$ cat src/rtl/cnn_pkg.sv
// cnn_pkg: window FSM encoding and window-legality helper
// shared by the CNN front-end blocks.
package cnn_pkg;

    typedef enum logic [1:0] {
        ST_FILL = 2'd0,
        ST_RUN  = 2'd1,
        ST_DONE = 2'd2
    } win_state_e;

    // A pixel at (row, col) closes a window when it sits on the stride grid
    // anchored at (k-1, k-1).
    function automatic logic win_legal(
        input int row,
        input int col,
        input int k,
        input int stride
    );
        int dr;
        int dc;
        dr = row - (k - 1);
        dc = col - (k - 1);
        if (dr < 0 || dc < 0) return 1'b0;
        return ((dr % stride) == 0) && ((dc % stride) == 0);
    endfunction

endpackage

$ cat src/rtl/pixel_pos_counter.sv
// pixel_pos_counter: column/row position of the pixel presented this cycle.
// frame_start (with data_valid) forces the pixel to (0,0).
module pixel_pos_counter #(
    parameter int ROW_SIZE = 5,
    parameter int COL_SIZE = 5,
    localparam int CW = (ROW_SIZE > 1) ? $clog2(ROW_SIZE) : 1,
    localparam int RW = (COL_SIZE > 1) ? $clog2(COL_SIZE) : 1
) (
    input  logic          clock,
    input  logic          reset,
    input  logic          data_valid,
    input  logic          frame_start,
    output logic [CW-1:0] col,
    output logic [RW-1:0] row,
    output logic          last
);

    localparam logic [CW-1:0] COL_MAX = CW'(ROW_SIZE - 1);
    localparam logic [RW-1:0] ROW_MAX = RW'(COL_SIZE - 1);

    logic [CW-1:0] col_q, col_d;
    logic [RW-1:0] row_q, row_d;
    logic          restart;

    // Current position and next counter values; only accepted pixels advance.
    always_comb begin
        restart = data_valid & frame_start;
        col     = restart ? '0 : col_q;
        row     = restart ? '0 : row_q;
        last    = (col == COL_MAX) && (row == ROW_MAX);
        col_d   = col_q;
        row_d   = row_q;
        if (data_valid) begin
            if (col == COL_MAX) begin
                col_d = '0;
                row_d = (row == ROW_MAX) ? '0 : row + RW'(1);
            end else begin
                col_d = col + CW'(1);
                row_d = row;
            end
        end
    end

    // Position registers.
    always_ff @(posedge clock or posedge reset) begin
        if (reset) begin
            col_q <= '0;
            row_q <= '0;
        end else begin
            col_q <= col_d;
            row_q <= row_d;
        end
    end

endmodule

$ cat src/rtl/sliding_window_ctrl.sv
// sliding_window_ctrl: K x K window capture from external line-buffer taps.
// Define SLIDING_WINDOW_POS_OUT_EN to add win_row/win_col position outputs.
module sliding_window_ctrl
    import cnn_pkg::*;
#(
    parameter int KERNEL_SIZE = 3,
    parameter int DATA_WIDTH  = 8,
    parameter int ROW_SIZE    = 5,
    parameter int COL_SIZE    = 5,
    parameter int STRIDE      = 1,
    localparam int CW = (ROW_SIZE > 1) ? $clog2(ROW_SIZE) : 1,
    localparam int RW = (COL_SIZE > 1) ? $clog2(COL_SIZE) : 1,
    localparam int WW = KERNEL_SIZE * KERNEL_SIZE * DATA_WIDTH
) (
    input  logic          clock,
    input  logic          reset,
    input  logic          data_valid,
    input  logic          frame_start,
    input  logic [WW-1:0] taps,
    output logic [WW-1:0] window_out,
    output logic          window_valid,
    output logic          frame_done
`ifdef SLIDING_WINDOW_POS_OUT_EN
    ,
    output logic [RW-1:0] win_row,
    output logic [CW-1:0] win_col
`endif
);

    localparam int K  = KERNEL_SIZE;
    localparam int DW = DATA_WIDTH;
    localparam logic [RW-1:0] KROW = RW'(K - 1);
    localparam logic [CW-1:0] KCOL = CW'(K - 1);

    logic [CW-1:0] pix_col;
    logic [RW-1:0] pix_row;
    logic          pix_last;

    pixel_pos_counter #(
        .ROW_SIZE (ROW_SIZE),
        .COL_SIZE (COL_SIZE)
    ) u_pos (
        .clock       (clock),
        .reset       (reset),
        .data_valid  (data_valid),
        .frame_start (frame_start),
        .col         (pix_col),
        .row         (pix_row),
        .last        (pix_last)
    );

    win_state_e    state_q, state_d;
    logic          leg_q, leg_d;
    logic          last_q, last_d;
    logic          valid_q, valid_d;
    logic [WW-1:0] win_q, win_d;

    // Frame FSM; DONE lines up with the final window because the last
    // pixel is seen through the same one-cycle stage as the window load.
    always_comb begin
        state_d = state_q;
        if (state_q == ST_DONE) state_d = ST_FILL;
        if (data_valid) begin
            if (pix_row == KROW && pix_col == '0) state_d = ST_RUN;
            else if (frame_start) state_d = ST_FILL;
        end
        if (last_q) state_d = ST_DONE;
    end

    // Taps reflect the line buffers after an accepted pixel, so the
    // legality decision is staged and the window loads one edge later.
    always_comb begin
        leg_d   = data_valid &&
                  win_legal(int'(pix_row), int'(pix_col), K, STRIDE);
        last_d  = data_valid && pix_last;
        valid_d = leg_q;
        win_d   = win_q;
        if (leg_q) begin
            for (int r = 0; r < K; r++) begin
                for (int c = 0; c < K; c++) begin
                    win_d[(r*K+c)*DW +: DW] =
                        taps[((K-1-r)*K + (K-1-c))*DW +: DW];
                end
            end
        end
    end

    // FSM, stage and window registers.
    always_ff @(posedge clock or posedge reset) begin
        if (reset) begin
            state_q <= ST_FILL;
            leg_q   <= 1'b0;
            last_q  <= 1'b0;
            valid_q <= 1'b0;
            win_q   <= '0;
        end else begin
            state_q <= state_d;
            leg_q   <= leg_d;
            last_q  <= last_d;
            valid_q <= valid_d;
            win_q   <= win_d;
        end
    end

    assign window_out   = win_q;
    assign window_valid = valid_q;
    assign frame_done   = (state_q == ST_DONE);

`ifdef SLIDING_WINDOW_POS_OUT_EN
    logic [RW-1:0] prow_q, prow_d, wrow_q, wrow_d;
    logic [CW-1:0] pcol_q, pcol_d, wcol_q, wcol_d;

    // Top-left coordinate staged alongside the legality flag.
    always_comb begin
        prow_d = pix_row - KROW;
        pcol_d = pix_col - KCOL;
        wrow_d = leg_q ? prow_q : wrow_q;
        wcol_d = leg_q ? pcol_q : wcol_q;
    end

    // Position registers.
    always_ff @(posedge clock or posedge reset) begin
        if (reset) begin
            prow_q <= '0;
            pcol_q <= '0;
            wrow_q <= '0;
            wcol_q <= '0;
        end else begin
            prow_q <= prow_d;
            pcol_q <= pcol_d;
            wrow_q <= wrow_d;
            wcol_q <= wcol_d;
        end
    end

    assign win_row = wrow_q;
    assign win_col = wcol_q;
`endif

endmodule

$ cat config.mk
export PLATFORM = sky130hd
export DESIGN_NAME = sliding_window_ctrl
export DESIGN_NICKNAME = d
export VERILOG_FILES = /design/src/rtl/cnn_pkg.sv /design/src/rtl/pixel_pos_counter.sv /design/src/rtl/sliding_window_ctrl.sv
export SDC_FILE = /design/constraint.sdc
export NUM_CORES = 1
export LEC_CHECK = 0
export ABC_AREA = 1
export BUFFER_PORTS_ARGS = -buffer_cell sky130_fd_sc_hd__buf_2
export CELL_PAD_IN_SITES_DETAIL_PLACEMENT = 2
export CELL_PAD_IN_SITES_GLOBAL_PLACEMENT = 2
export CORE_ASPECT_RATIO = 1.25
export CORE_MARGIN = 2
export CORE_UTILIZATION = 27
export DETAILED_ROUTE_END_ITERATION = 10
export HOLD_SLACK_MARGIN = 0.03
export PLACE_DENSITY_LB_ADDON = 0.1
export SETUP_SLACK_MARGIN = 0.1
export SLEW_MARGIN = 10
export SYNTH_ARGS = -nofsm -noshare
export SYNTH_HDL_FRONTEND = slang
export SYNTH_SLANG_ARGS = --single-unit
export TNS_END_PERCENT = 1
$ cat constraint.sdc
create_clock -name clock -period 2.1 [get_ports clock]
set_input_delay 0.21 -clock clock [delete_from_list [all_inputs] [get_ports clock]]
set_output_delay 0.21 -clock clock [all_outputs]
set_load 0.02 [all_outputs]
# Word-level counts from Yosys, hierarchy flattened
# Cells that the tools add are included.
[totals] regBits=83 input_bits=76 out_inout_bits=74 elab_cells=37
[op_classes] n_addsub=4 n_lt_le_gt_ge=2 eq_ne=4 n_mux=13 bitwise=1 n_reduce_logical=6
[op_table] op="3-bit 2-to-1 mux" n=5
[op_table] op="2-bit 2-to-1 mux" n=5
[op_table] op="4-bit by 1-bit < comparator with 1-bit output, second input constant" n=2
[op_table] op="3-bit by 2-bit subtractor with 4-bit output, second input constant" n=2
[op_table] op="3-bit by 1-bit adder with 3-bit output, second input constant" n=2
[op_table] op="3-bit == test, second input constant" n=2
[op_table] op="1-bit logical AND" n=4
[op_table] op="3-bit by 2-bit == test with 1-bit output, second input constant" n=1
[op_table] op="3-bit logical NOT" n=1
[op_table] op="1-bit 2-to-1 mux" n=3
[op_table] op="2-bit == test, second input constant" n=1
[op_table] op="1-bit bitwise AND" n=1
[op_table] op="1-bit logical OR" n=1

# Logic depth before layout (Yosys ltp)
[logic_depth] depth_word=8 ltp_mapped=11 ltp_nobuf=10

# Cells and area by module
# From an unflattened synthesis, not the netlist that was laid out.
[unflattened] hier_cells=241 area_unflattened_um2=3699.8
[modules_own_cells] module="sliding_window_ctrl" n_inst=1 cells_per_inst=181 area_each_um2=3245.6 seq_area_each_um2=1926.8
[modules_own_cells] module="pixel_pos_counter" n_inst=1 cells_per_inst=60 area_each_um2=454.2 seq_area_each_um2=150.1

# Least setup slack after synthesis
# No wires, ideal clock.
[synth_path] path_type="input port to flip-flop" startpoint="input port data_valid" endpoint="register u_pos.row_q[2]" setup_time_ns=0.065 t_arrival_ns=1.274 required_ns=2.035 slack_ns=0.761 stages=11 path_buffers=1 path_cell_list="buf_6 -> nand2_8 -> inv_2 -> nor2_1 -> inv_1 -> ha_1 -> nand3_4 -> nor2_1 -> nor2_1 -> nand3_1 -> nand2_1"
[synth_via] elab_chain_len=5 elab_cells_between_ends=8 cone_classes="add/sub (1); eq/ne (2); mux (4); bitwise (1)"
[synth_lines] element="from (decl)" line_no="sliding_window_ctrl.sv:17" text="input logic data_valid,"
[synth_lines] element="1-bit bitwise AND" line_no="pixel_pos_counter.sv:27" text="restart = data_valid & frame_start;"
[synth_lines] element="3-bit 2-to-1 mux" line_no="pixel_pos_counter.sv:29" text="row = restart ? '0 : row_q;"
[synth_lines] element="3-bit by 1-bit adder with 3-bit output / 3-bit == test (equally long branches)" line_no="pixel_pos_counter.sv:36" text="row_d = (row == ROW_MAX) ? '0 : row + RW'(1);"
[synth_lines] element="3-bit 2-to-1 mux" line_no="pixel_pos_counter.sv:36"
[synth_lines] element="3-bit 2-to-1 mux" line_no="pixel_pos_counter.sv:34" text="if (col == COL_MAX) begin"
[synth_lines] element="to (signal assigned)" line_no="pixel_pos_counter.sv:51" text="row_q <= row_d;"
[synth_lines] element="to (decl)" line_no="pixel_pos_counter.sv:22" text="logic [RW-1:0] row_q, row_d;"
# Several ways; a longest one is shown, not always the timed one.
# A chain may end at the register's enable or synchronous reset.

# Final worst setup path
[layout_path] startpoint="register u_pos.col_q[0]" endpoint="register u_pos.row_q[2]"
[layout_via] elab_chain_len=3
[layout_lines] element="from (decl)" line_no="pixel_pos_counter.sv:21" text="logic [CW-1:0] col_q, col_d;"
[layout_lines] element="from (signal assigned)" line_no="pixel_pos_counter.sv:50" text="col_q <= col_d;"
[layout_lines] element="3-bit 2-to-1 mux" line_no="pixel_pos_counter.sv:28" text="col = restart ? '0 : col_q;"
[layout_lines] element="3-bit == test" line_no="pixel_pos_counter.sv:34"
[layout_lines] element="3-bit 2-to-1 mux" line_no="pixel_pos_counter.sv:34"
# Every way passes these cells.

==> metrics.json <==
{
  "worst_ir_drop_vdd": {"value": 0.000416, "unit": "V"},
  "sum_of_routed_wire_segments_on_met1": {"value": 3260, "unit": "um"},
  "ys_types": {"value": 21},
  "num_rows": {"value": 45},
  "antenna_cells_inserted": {"value": 0},
  "regArea": {"value": 2080, "unit": "um2"},
  "synth-edff-count": {"value": 0},
  "place.port_buffers": {"value": 149},
  "timing.setup.critical_path_class": {"value": "flop to flop"},
  "clk_transition_reported_paths": {"value": 0.06, "unit": "ns"},
  "cts.sinks": {"value": 83},
  "drt_pre_antenna_iters": {"value": 3},
  "synth.top_cells.by_area": {"value": "sky130_fd_sc_hd__dfrtp_1, sky130_fd_sc_hd__mux2_2, sky130_fd_sc_hd__buf_6"},
  "timing.critical_path.required": {"value": 2.37, "unit": "ns"},
  "die_w": {"value": 103, "unit": "um"},
  "detail_route.wirelength": {"value": 8480, "unit": "um"},
  "grt_antenna_before_repair": {"value": 0},
  "cts.repair.resized": {"value": 0},
  "finalSetupViolCount": {"value": 0},
  "critical_path.max_stage_delay": {"value": 0.32, "unit": "ns"},
  "final_net_count": {"value": 460},
  "crit_chain": {"value": "inv_1 > nor2_1 > inv_1 > ha_1 > nand3_4 > nor2_1 > nor2_1 > nand3_1 > nand2_1"},
  "leading_register_cell_type_out_of_synthesis": {"value": "sky130_fd_sc_hd__dfrtp_1"},
  "critical_path.slowest_cell": {"value": "sky130_fd_sc_hd__dfrtp_1"},
  "ys_ff_latch": {"value": 83},
  "post_synth_inst_count": {"value": 225},
  "globalplace.congestion": {"value": 0.727},
  "report.final.hold_viol_count": {"value": 0},
  "worst_setup_path_startpoint": {"value": "u_pos.col_q[0]$_DFFE_PP0P_"},
  "dominant_cell_by_count_in_the_synthesized_netlist": {"value": "sky130_fd_sc_hd__dfrtp_1"},
  "max_cap_violations": {"value": 0},
  "post_drt_wl_per_cell": {"value": 15.5, "unit": "um"},
  "worst-r2r-setup-slack": {"value": 0.69, "unit": "ns"},
  "route.vias.total": {"value": 2305},
  "synthesis.yosys.warnings": {"value": 0},
  "drc": {"value": 0},
  "critPathMaxFanout": {"value": 9},
  "worst_hold_slack": {"value": 0.0158, "unit": "ns"},
  "worstReg2RegStart": {"value": "u_pos.col_q[0]$_DFFE_PP0P_"},
  "grt_start_max_net_pins": {"value": 74},
  "final_min_period_over_clock_period": {"value": 67.2, "unit": "%"},
  "cp_num_buf_inv": {"value": 2},
  "gr-total-overflow": {"value": 0},
  "worst-r2r-cell-count": {"value": 9},
  "final_antenna_net_count": {"value": 0},
  "grt_pass1_wl": {"value": 13300, "unit": "um"},
  "drt_first_iter_violations": {"value": 31},
  "post-cts-setup-buffers": {"value": 0},
  "register_area_share_after_synthesis": {"value": 62.5, "unit": "%"},
  "synth.avg_cell_area": {"value": 14.8, "unit": "um2"},
  "grt_use_total": {"value": 13.3, "unit": "%"},
  "highest-signal-layer": {"value": "met4"},
  "count_of_boundary_i_o_pins": {"value": 150},
  "fillers": {"value": 1303},
  "cpMostUsedCell": {"value": "sky130_fd_sc_hd__nor2_1"},
  "wl_met3": {"value": 441, "unit": "um"},
  "drive_gt1_share": {"value": 64.3, "unit": "%"},
  "hold_path_class": {"value": "primary input to asynchronous set/reset pin"},
  "finalCoreUtilization": {"value": 37.2, "unit": "%"},
  "power.static_leakage": {"value": 2.21, "unit": "nW"},
  "cts_inserted_buffers": {"value": 9},
  "cts_hold_buffers": {"value": 0},
  "synthToLayoutAreaGrowth": {"value": 35.3, "unit": "%"},
  "skew": {"value": 0.00540, "unit": "ns"},
  "maxSlewHeadroom": {"value": 59.0, "unit": "%"},
  "yosysTopAreaCell": {"value": "sky130_fd_sc_hd__dfrtp_1"},
  "clock.fmax": {"value": 708, "unit": "MHz"},
  "outcome": {"value": "complete, no violations"},
  "cts_tree": {"value": "built"},
  "syn-num-nets": {"value": 306},
  "clk_latency": {"value": 0.33, "unit": "ns"},
  "hpwlAfterDp": {"value": 6360, "unit": "um"},
  "grt_pass1_vias": {"value": 2535},
  "cp-start-kind": {"value": "flop"},
  "met2RoutedLength": {"value": 4650, "unit": "um"},
  "synthArstFlopShare": {"value": 100, "unit": "%"},
  "floorplan.die.height": {"value": 128, "unit": "um"},
  "cts_buffer_depth": {"value": 2},
  "synth.top_cells.by_count": {"value": "sky130_fd_sc_hd__dfrtp_1, sky130_fd_sc_hd__mux2_2, sky130_fd_sc_hd__nand2_1"},
  "setup_tns": {"value": 0, "unit": "ns"},
  "area_of_the_die": {"value": 13200, "unit": "um2"},
  "crit-reg2reg-capture": {"value": "u_pos.row_q[2]$_DFFE_PP0P_"},
  "worst_slew_pin_slew": {"value": 0.614, "unit": "ns"},
  "cp_data_arrival_time": {"value": 1.68, "unit": "ns"},
  "start_util": {"value": 27.5, "unit": "%"},
  "finalMaxSlewViolations": {"value": 0},
  "end_kind": {"value": "flop"},
  "grt_setup_unrepaired": {"value": "no"},
  "synth_top_area_share": {"value": 62.5, "unit": "%"},
  "core_area": {"value": 12100, "unit": "um2"},
  "design_power_total": {"value": 0.00709, "unit": "W"},
  "timing.critical_path.max_delay_family": {"value": "simple AND/OR/NAND/NOR gates"},
  "clk_tree_root_cell": {"value": "sky130_fd_sc_hd__clkbuf_16"},
  "power.density_cell_area": {"value": 1580, "unit": "nW/um2"},
  "drt-vias-per-instance": {"value": 4.21},
  "fin_crit": {"value": 1.41, "unit": "ns"},
  "syn_area": {"value": 3330, "unit": "um2"},
  "multiInputGateArea": {"value": 1100, "unit": "um2"},
  "ctsHtreeMaxLevel": {"value": 3}
}
## power by group
part           switching (W)  internal, W
clock network       0.000623     0.000857
logic                0.00169      0.00122
registers           0.000340      0.00236
## worst register-to-register path, stage by stage (launching register included)
cell and delay [ns]:
sky130_fd_sc_hd__dfrtp_1 0.32, sky130_fd_sc_hd__inv_1 0.05, sky130_fd_sc_hd__nor2_1 0.18, sky130_fd_sc_hd__inv_1 0.07, sky130_fd_sc_hd__ha_1 0.24, sky130_fd_sc_hd__nand3_4 0.14, sky130_fd_sc_hd__nor2_1 0.07, sky130_fd_sc_hd__nor2_1 0.14
sky130_fd_sc_hd__nand3_1 0.09, sky130_fd_sc_hd__nand2_1 0.06
## per-stage QoR
stage / cell area [um2] / worst slack (ns) / std cells
2_1_floorplan: 3330 / 0.761 / 225
3_3_place_gp: 4220 / 0.560 / 532
3_5_place_dp: 4220 / 0.467 / 532
4_1_cts: 4500 / 0.656 / 548
5_1_grt: 4500 / 0.482 / 548
6_report: 4500 / 0.688 / 548
## placed cells by master, fill, tap and decap left out
master / instances
sky130_fd_sc_hd__dfrtp_1: 82
sky130_fd_sc_hd__a21o_1: 1
sky130_fd_sc_hd__nand2_8: 1
sky130_fd_sc_hd__clkinvlp_4: 2
sky130_fd_sc_hd__o22ai_1: 1
sky130_fd_sc_hd__inv_2: 1
sky130_fd_sc_hd__or2_0: 1
sky130_fd_sc_hd__mux2_2: 72
sky130_fd_sc_hd__a21oi_1: 4
sky130_fd_sc_hd__buf_2: 149
sky130_fd_sc_hd__nor3_1: 1
sky130_fd_sc_hd__nand2_1: 14
sky130_fd_sc_hd__o21ai_0: 6
sky130_fd_sc_hd__nor2_2: 2
sky130_fd_sc_hd__buf_4: 2
sky130_fd_sc_hd__buf_12: 1
sky130_fd_sc_hd__nor2_1: 7
sky130_fd_sc_hd__dfrtp_2: 1
sky130_fd_sc_hd__nand3_4: 1
sky130_fd_sc_hd__nand3_1: 2
sky130_fd_sc_hd__xor2_1: 1
sky130_fd_sc_hd__clkinv_2: 4
sky130_fd_sc_hd__inv_1: 11
sky130_fd_sc_hd__nand4_1: 1
sky130_fd_sc_hd__clkbuf_16: 9
sky130_fd_sc_hd__ha_1: 5
sky130_fd_sc_hd__clkbuf_8: 2
## area by class of cell
cell class | instances | share of cell area, %
multi-input combinational | 120 | 24.5
clock buffer | 11 | 5.62
tap | 164 | 4.56
clock inverter | 5 | 0.612
timing repair buffer | 152 | 17.4
inverter | 13 | 1.17
sequential | 83 | 46.2
## cell families (layout without fill, tap and decap cells)
logic type | Yosys count | after routing | synth area share [%]
fa+ha+maj | 5 | 5 | 1.88
buf+inv | 22 | 181 | 4.40
mux | 72 | 72 | 24.4
compound gates | 12 | 12 | 1.92
simple gates | 30 | 30 | 4.70
flops | 83 | 83 | 62.5
xor+xnor | 1 | 1 | 0.263
## per-layer routing
| metal | GRT usage, % | vias to the layer above |
|---|---|---|
| met2 | 23.9 | 65 |
| met1 | 15.2 | 1158 |
| met5 | 0 | - |
| met4 | 5.11 | 0 |
| li1 | - | 1073 |
| met3 | 2.89 | 9 |
## sequential cells by signal, indices dropped and copies added, names as in the netlist
name / count
last_q: 1
u_pos.col_q: 3
window_out: 72
state_q: 2
leg_q: 1
u_pos.row_q: 3
window_valid: 1
## worst max path at each step
stage	end	slack, ns	cells past startpoint
finish	u_pos.row_q[2]$_DFFE_PP0P_	0.69	9
global route	u_pos.row_q[2]$_DFFE_PP0P_	0.48	9
CTS	u_pos.row_q[2]$_DFFE_PP0P_	0.66	9
detailed placement	u_pos.row_q[2]$_DFFE_PP0P_	0.47	11
global placement	u_pos.row_q[2]$_DFFE_PP0P_	0.56	11
floorplan	u_pos.row_q[2]$_DFFE_PP0P_	0.76	11
No activity file was read; power rests on OpenSTA's default activity.
